<file path="src/rtl/flit_sink_drain_ctrl.sv">
`default_nettype none
// ============================================================================
// flit_sink_drain_ctrl : rate-limited round-robin drain scheduler for a
// terminal flit sink, returning one registered credit per pop.
// Optional FLIT_SINK_DRAIN_PKT_ATOMIC_EN: packet-atomic drain (lock on VC).
// Revision: 1.0
// ============================================================================
module flit_sink_drain_ctrl #(
   parameter int NUM_VCS        = 8,
   parameter int BUFFER_SIZE    = 64,
   parameter int CONSUME_RATE   = 50,
   localparam int VC_IDX_WIDTH  = $clog2(NUM_VCS)
) (
   input  logic                    clk,
   input  logic                    reset,
   input  logic                    push_valid,
   input  logic [NUM_VCS-1:0]      push_sel_ivc,
   input  logic [NUM_VCS-1:0]      pop_tail_ivc,
   output logic                    pop_valid,
   output logic [NUM_VCS-1:0]      pop_sel_ivc,
   output logic [VC_IDX_WIDTH:0]   flow_ctrl,
   output logic                    error
);

   localparam int PER_VC = BUFFER_SIZE / NUM_VCS;
   localparam int OCC_W  = $clog2(PER_VC + 1);

   localparam logic [OCC_W-1:0]        C_OCC_MAX = OCC_W'(PER_VC);
   localparam logic [VC_IDX_WIDTH:0]   C_NUM_VCS = (VC_IDX_WIDTH+1)'(NUM_VCS);
   localparam logic [VC_IDX_WIDTH-1:0] C_LAST_VC = VC_IDX_WIDTH'(NUM_VCS - 1);
   localparam logic [7:0]              C_RATE    = 8'(CONSUME_RATE);

   logic [6:0]              acc_q, acc_d;
   logic [OCC_W-1:0]        occ_q [NUM_VCS];
   logic [OCC_W-1:0]        occ_d [NUM_VCS];
   logic [VC_IDX_WIDTH-1:0] rr_q, rr_d;
   logic [VC_IDX_WIDTH:0]   flow_ctrl_q, flow_ctrl_d;
   logic                    error_q, error_d;

   logic [7:0]              w_acc_sum;
   logic                    w_permit;
   logic [NUM_VCS-1:0]      w_req;
   logic [2*NUM_VCS-1:0]    w_req_dbl;
   logic [NUM_VCS-1:0]      w_req_rot;
   logic                    w_rr_found;
   logic [VC_IDX_WIDTH-1:0] w_rr_off;
   logic [VC_IDX_WIDTH:0]   w_rr_sum;
   logic [VC_IDX_WIDTH-1:0] w_rr_idx;
   logic                    w_gnt_found;
   logic [VC_IDX_WIDTH-1:0] w_gnt_idx;
   logic [VC_IDX_WIDTH-1:0] w_gnt_next;
   logic [NUM_VCS-1:0]      w_gnt_onehot;
   logic                    w_push_onehot;
   logic [NUM_VCS-1:0]      w_inc;
   logic [NUM_VCS-1:0]      w_dec;

   // ------------------------------------------------------------------------
   // Rate accumulator: permit whenever the running sum crosses 100
   // ------------------------------------------------------------------------
   assign w_acc_sum = {1'b0, acc_q} + C_RATE;
   assign w_permit  = (w_acc_sum >= 8'd100);
   assign acc_d     = w_permit ? 7'(w_acc_sum - 8'd100) : 7'(w_acc_sum);

   always_comb begin
      w_req = '0;
      for (int v = 0; v < NUM_VCS; v++) begin
         w_req[v] = (occ_q[v] != '0);
      end
   end

   // ------------------------------------------------------------------------
   // Round-robin search: rotate requests so rr_q lands on bit 0, take lowest
   // ------------------------------------------------------------------------
   assign w_req_dbl = {w_req, w_req};
   assign w_req_rot = NUM_VCS'(w_req_dbl >> rr_q);

   always_comb begin
      w_rr_found = 1'b0;
      w_rr_off   = '0;
      for (int i = NUM_VCS - 1; i >= 0; i--) begin
         if (w_req_rot[i]) begin
            w_rr_found = 1'b1;
            w_rr_off   = VC_IDX_WIDTH'(i);
         end
      end
   end

   assign w_rr_sum = {1'b0, rr_q} + {1'b0, w_rr_off};
   assign w_rr_idx = (w_rr_sum >= C_NUM_VCS) ? VC_IDX_WIDTH'(w_rr_sum - C_NUM_VCS)
                                             : VC_IDX_WIDTH'(w_rr_sum);

`ifdef FLIT_SINK_DRAIN_PKT_ATOMIC_EN
   typedef enum logic [0:0] {
      ST_FREE   = 1'b0,
      ST_LOCKED = 1'b1
   } lock_state_t;

   lock_state_t             state_q, state_d;
   logic [VC_IDX_WIDTH-1:0] lock_vc_q, lock_vc_d;
   logic                    w_pop_tail;

   assign w_pop_tail = pop_tail_ivc[w_gnt_idx];

   // While locked the held VC is the only candidate, even when it is empty
   always_comb begin
      w_gnt_found = w_rr_found;
      w_gnt_idx   = w_rr_idx;
      if (state_q == ST_LOCKED) begin
         w_gnt_found = w_req[lock_vc_q];
         w_gnt_idx   = lock_vc_q;
      end
   end

   always_comb begin
      state_d   = state_q;
      lock_vc_d = lock_vc_q;
      rr_d      = rr_q;
      if (pop_valid) begin
         if (w_pop_tail) begin
            state_d = ST_FREE;
            rr_d    = w_gnt_next;
         end else begin
            state_d   = ST_LOCKED;
            lock_vc_d = w_gnt_idx;
         end
      end
   end

   always_ff @(posedge clk) begin
      if (reset) begin
         state_q   <= ST_FREE;
         lock_vc_q <= '0;
      end else begin
         state_q   <= state_d;
         lock_vc_q <= lock_vc_d;
      end
   end
`else
   logic w_unused_tail;
   assign w_unused_tail = ^pop_tail_ivc;

   always_comb begin
      w_gnt_found = w_rr_found;
      w_gnt_idx   = w_rr_idx;
   end

   always_comb begin
      rr_d = rr_q;
      if (pop_valid) begin
         rr_d = w_gnt_next;
      end
   end
`endif

   assign w_gnt_next = (w_gnt_idx == C_LAST_VC) ? '0 : w_gnt_idx + VC_IDX_WIDTH'(1);

   always_comb begin
      w_gnt_onehot = '0;
      for (int v = 0; v < NUM_VCS; v++) begin
         w_gnt_onehot[v] = (VC_IDX_WIDTH'(v) == w_gnt_idx);
      end
   end

   assign pop_valid   = w_permit & w_gnt_found;
   assign pop_sel_ivc = w_gnt_onehot & {NUM_VCS{pop_valid}};

   // ------------------------------------------------------------------------
   // Occupancy and error tracking; malformed pushes only raise the error
   // ------------------------------------------------------------------------
   assign w_push_onehot = (push_sel_ivc != '0) &&
                          ((push_sel_ivc & (push_sel_ivc - NUM_VCS'(1))) == '0);
   assign w_inc = push_sel_ivc & {NUM_VCS{push_valid & w_push_onehot}};
   assign w_dec = pop_sel_ivc;

   always_comb begin
      error_d = error_q | (push_valid & ~w_push_onehot);
      for (int v = 0; v < NUM_VCS; v++) begin
         occ_d[v] = occ_q[v];
         if (w_inc[v] && !w_dec[v]) begin
            if (occ_q[v] == C_OCC_MAX) begin
               error_d = 1'b1;
            end else begin
               occ_d[v] = occ_q[v] + OCC_W'(1);
            end
         end else if (w_dec[v] && !w_inc[v]) begin
            occ_d[v] = occ_q[v] - OCC_W'(1);
         end
      end
   end

   assign flow_ctrl_d = pop_valid ? {1'b1, w_gnt_idx} : '0;

   always_ff @(posedge clk) begin
      if (reset) begin
         acc_q       <= '0;
         rr_q        <= '0;
         flow_ctrl_q <= '0;
         error_q     <= 1'b0;
         for (int v = 0; v < NUM_VCS; v++) begin
            occ_q[v] <= '0;
         end
      end else begin
         acc_q       <= acc_d;
         rr_q        <= rr_d;
         flow_ctrl_q <= flow_ctrl_d;
         error_q     <= error_d;
         for (int v = 0; v < NUM_VCS; v++) begin
            occ_q[v] <= occ_d[v];
         end
      end
   end

   assign flow_ctrl = flow_ctrl_q;
   assign error     = error_q;

endmodule
`default_nettype wire
</file>
<file path="config.mk">
export PLATFORM = sky130hd
export DESIGN_NAME = flit_sink_drain_ctrl
export DESIGN_NICKNAME = d
export VERILOG_FILES = /design/src/rtl/flit_sink_drain_ctrl.sv
export SDC_FILE = /design/constraint.sdc
export NUM_CORES = 1
export LEC_CHECK = 0
export CAP_MARGIN = 25
export CORE_MARGIN = 1.5
export CORE_UTILIZATION = 53
export CTS_CLUSTER_SIZE = 25
export DETAILED_ROUTE_END_ITERATION = 10
export MAX_ROUTING_LAYER = met4
export PLACE_DENSITY = 0.78
export SYNTH_ARGS = -nofsm -noshare
export SYNTH_HDL_FRONTEND = slang
export SYNTH_SLANG_ARGS = --single-unit
export TNS_END_PERCENT = 10
</file>
<file path="constraint.sdc">
create_clock -name clk -period 4.35 [get_ports clk]
set_input_delay 0.435 -clock clk [delete_from_list [all_inputs] [get_ports clk]]
set_output_delay 0.435 -clock clk [all_outputs]
set_load 0.01 [all_outputs]
</file>
==> impl_metrics.py <==
metrics = {
    "sta": {
        "period_share_pct": 104,
        "finalMaxSlewViolations": 0,
        "setup-violations-final": 8,
        "period_minus_slack_ns": 4.52,
        "fin_ws_ns": -0.168,
        "worst_pin_slew_ns": 0.709,
        "clock.fmax_ghz": 0.221,
        "max_slew_margin_pct": 52.5,
        "rsz0062_at_grt": "yes",
        "clock_skew_ns": 0.00970,
        "hold_violations": 0,
        "setup_tns_ns": -0.773,
    },
    "logic_synthesis": {
        "synth_flop_cell": "dfxtp_1",
        "syn-num-nets": 521,
        "synth_area_um2": 3900,
        "synth-compound-area-share_pct": 22.2,
        "synth_top_area_share_pct": 23.6,
        "synth.most_common_cell": "dfxtp_1",
        "ys_ff_latch": 46,
        "synth_top_family_by_area": "simple AND/OR/NAND/NOR gates",
        "synthAdderAreaFrac_pct": 13.5,
        "synth-xor-area-share_pct": 3.81,
        "yosysSeqAreaShare_pct": 23.6,
        "syn_inst": 467,
        "synth-edff-count": 0,
        "synth_warnings": 0,
        "yosysUniqueCellTypes": 67,
        "synth.area.top_cells": "dfxtp_1 (24%), ha_1 (8.3%), fa_1 (4.6%)",
        "synthArstFlopShare_pct": 0,
        "synth-simple-area-share_pct": 26.2,
        "synth_mux_area_share_pct": 6.79,
        "avgSynthCellArea_um2": 8.36,
        "netlist_top_cells_count": "dfxtp_1 (46), nor2_1 (44), ha_1 (26), a21oi_1 (25), nor3_1 (24)",
        "yosys.area.top_type": "dfxtp_1",
    },
    "clock_tree": {
        "worstSkewPairLatency_ns": 0.31,
        "cts.reportedPaths.clkPinSlew_ns": 0.09,
        "numCtsBuffers": 5,
        "clkSinkCount": 46,
        "cts_buffer_depth": 2,
        "h-tree-depth": 2,
        "cts_tree": "done",
        "cts_root_buf": "clkbuf_8",
    },
    "final_layout": {
        "diodes": 0,
        "final_util_pct": 74.2,
        "fin_nets": 630,
        "syn2layout_area_growth_pct": 36.3,
        "final_area_um2": 5320,
        "layout-drive-gt1-share_pct": 30.8,
    },
    "worst_setup_path": {
        "path_cells": "or4_4, o22ai_4, or2_2, a21oi_1, o21ai_1, a21oi_1, o31ai_2, ha_2, fa_2, ha_4, ha_2, o211ai_4, nand3_2, ha_1, a21o_1, a21oi_1, inv_1, a31o_2, a21oi_2, mux2_1",
        "r2r_setup_slack_ns": -0.17,
        "rr_startpoint": "occ_q[1][9]$_SDFFE_PP0P_",
        "cp-end-kind": "flop",
        "worstPathRequired_ns": 4.54,
        "critPathKind": "flop to flop",
        "rr_worst_depth": 20,
        "r2r-end": "occ_q[0][15]$_SDFFE_PP0P_",
        "cp_max_fo": 4,
        "crit_path_frequent_cell": "a21oi_1",
        "cp_num_buf_inv": 1,
        "cp_top_family": "compound AO/OA/AOI/OAI gates",
        "slowest_stage": "or4_4",
        "cp.arrival_ns": 4.71,
        "cp_slowest_stage_delay_ns": 0.60,
        "cp.depth": 20,
        "start_kind": "flop",
    },
    "outcome": {
        "failed_checks": "setup timing",
        "status": "finished with violations",
    },
    "min_path": {
        "hold_depth": 1,
        "min_path_type": "flop to flop",
        "hold_start": "acc_q[1]$_SDFF_PP0_",
        "holdPathEnd": "acc_q[1]$_SDFF_PP0_",
    },
    "drt": {
        "first_pass_iters": 5,
        "drt-initial-drc-count": 258,
        "vias": 4055,
        "drtAntennaViolNets": 0,
        "vias_per_cell": 6.00,
        "drt_wl_total_um": 10600,
        "wire_per_inst_um": 15.7,
        "drcViolationCount": 0,
    },
    "floorplan": {
        "die-area_um2": 7890,
        "die_w_um": 88.8,
        "start_util_pct": 54.4,
        "dieHeight_um": 88.8,
        "fp-row-count": 31,
        "ios": 33,
        "core_area_um2": 7180,
    },
    "placed_design": {
        "place_ws_ns": -0.218,
        "dp_hpwl_um": 7680,
        "placed_area_um2": 4930,
        "io_buffers": 24,
        "gp_congestion": 0.902,
    },
    "run": {
        "cap_viol_max_count": 0,
    },
    "grt": {
        "grt_max_degree": 63,
        "grt_pass1_vias": 3791,
        "grt_overflow": 0,
        "antenna_found_initial": 0,
        "grt_pass1_wl_um": 16600,
        "grt_usage_pct": 27.6,
    },
}
==> flip-flops by register name, indices dropped and copies added, names as in the netlist <==
signal / flops
acc_q: 6
error: 1
occ_q: 32
flow_ctrl: 4
rr_q: 3
==> layout make-up <==
| type | count | area [um^2] |
|---|---|---|
| multi-input cells | 383 | 3110 |
| fillers | 502 | 1850 |
| repair buffers | 123 | 993 |
| flip-flops and latches | 46 | 922 |
| well taps | 99 | 124 |
| clock buffers | 7 | 76.3 |
| inverters | 17 | 63.8 |
| clock inverters | 1 | 30.0 |
==> per-stage QoR <==
| stage | hold slack, ns | std cells |
|---|---|---|
| final | 0.510 | 676 |
| after global routing | 0.539 | 676 |
| after CTS | 0.512 | 674 |
| after detailed placement | 0.491 | 661 |
| after global placement | 0.483 | 661 |
| after floorplan | 0.459 | 467 |
==> worst max path at each step <==
stage                              start                         to  slack (ns)
2_1_floorplan  occ_q[0][15]$_SDFFE_PP0P_  occ_q[0][15]$_SDFFE_PP0P_       -0.01
3_3_place_gp    occ_q[1][7]$_SDFFE_PP0P_  occ_q[1][15]$_SDFFE_PP0P_       -0.14
3_5_place_dp    occ_q[1][7]$_SDFFE_PP0P_  occ_q[1][15]$_SDFFE_PP0P_       -0.22
4_1_cts         occ_q[0][6]$_SDFFE_PP0P_  occ_q[0][15]$_SDFFE_PP0P_       -0.14
5_1_grt         occ_q[1][6]$_SDFFE_PP0P_   occ_q[0][3]$_SDFFE_PP0P_       -0.38
6_report        occ_q[1][9]$_SDFFE_PP0P_  occ_q[0][15]$_SDFFE_PP0P_       -0.17
==> kinds of logic (layout without fill, tap and decap cells) <==
| logic type | Yosys count | count (layout) |
|---|---|---|
| and+or+nand+nor | 185 | 185 |
| DFF | 46 | 46 |
| adders and majority gates | 37 | 37 |
| AOI/OAI and AO/OA | 119 | 119 |
| xor gates and xnor gates | 17 | 17 |
| muxes | 25 | 25 |
| buffers and inverters | 38 | 148 |
==> cells in the final DEF, fill, tap and decap left out, drive strengths merged, types with 9 or more instances in the layout <==
cell type      instances
o22ai                 14
dfxtp                 46
and2                   9
nand2b                10
fa                     9
buf                  100
nand2                 22
a21o                  12
nor2                  44
ha                    26
a21oi                 28
nor3                  24
clkdlybuf4s50         16
inv                   17
o21ai                 13
nand3                 12
or4                    9
mux2i                 13
nor2b                 15
mux2                  12
xnor2                  9
==> worst reg2reg max path, stage by stage, from the launching register on <==
cell,delay [ns]
dfxtp_1,0.33
or4_4,0.60
o22ai_4,0.20
or2_2,0.14
a21oi_1,0.06
o21ai_1,0.13
a21oi_1,0.10
o31ai_2,0.23
ha_2,0.22
fa_2,0.48
ha_4,0.19
ha_2,0.19
o211ai_4,0.07
nand3_2,0.10
ha_1,0.29
a21o_1,0.17
a21oi_1,0.14
inv_1,0.06
a31o_2,0.22
a21oi_2,0.14
mux2_1,0.34
==> what timing repair did <==
| item | CTS | global route |
|---|---|---|
| hold endpoints to repair | 0 | 0 |
| hold buffers | 0 | 0 |
| pin swaps | 9 | 20 |
| setup buffers | 5 | 1 |
| resized for setup | 24 | 32 |
| setup endpoints to repair | 18 | 21 |
==> routing by layer <==
layer,GRT usage (%),vias up,part of all wire (%)
li1,-,1953,-
met1,32.6,1922,42
met2,47.9,148,51
met3,3.54,32,4.7
met4,9.66,0,2.5
met5,-,-,0
Power is not shown: default switching activity piles up to over one toggle a cycle in this logic, so the estimate is an artifact.
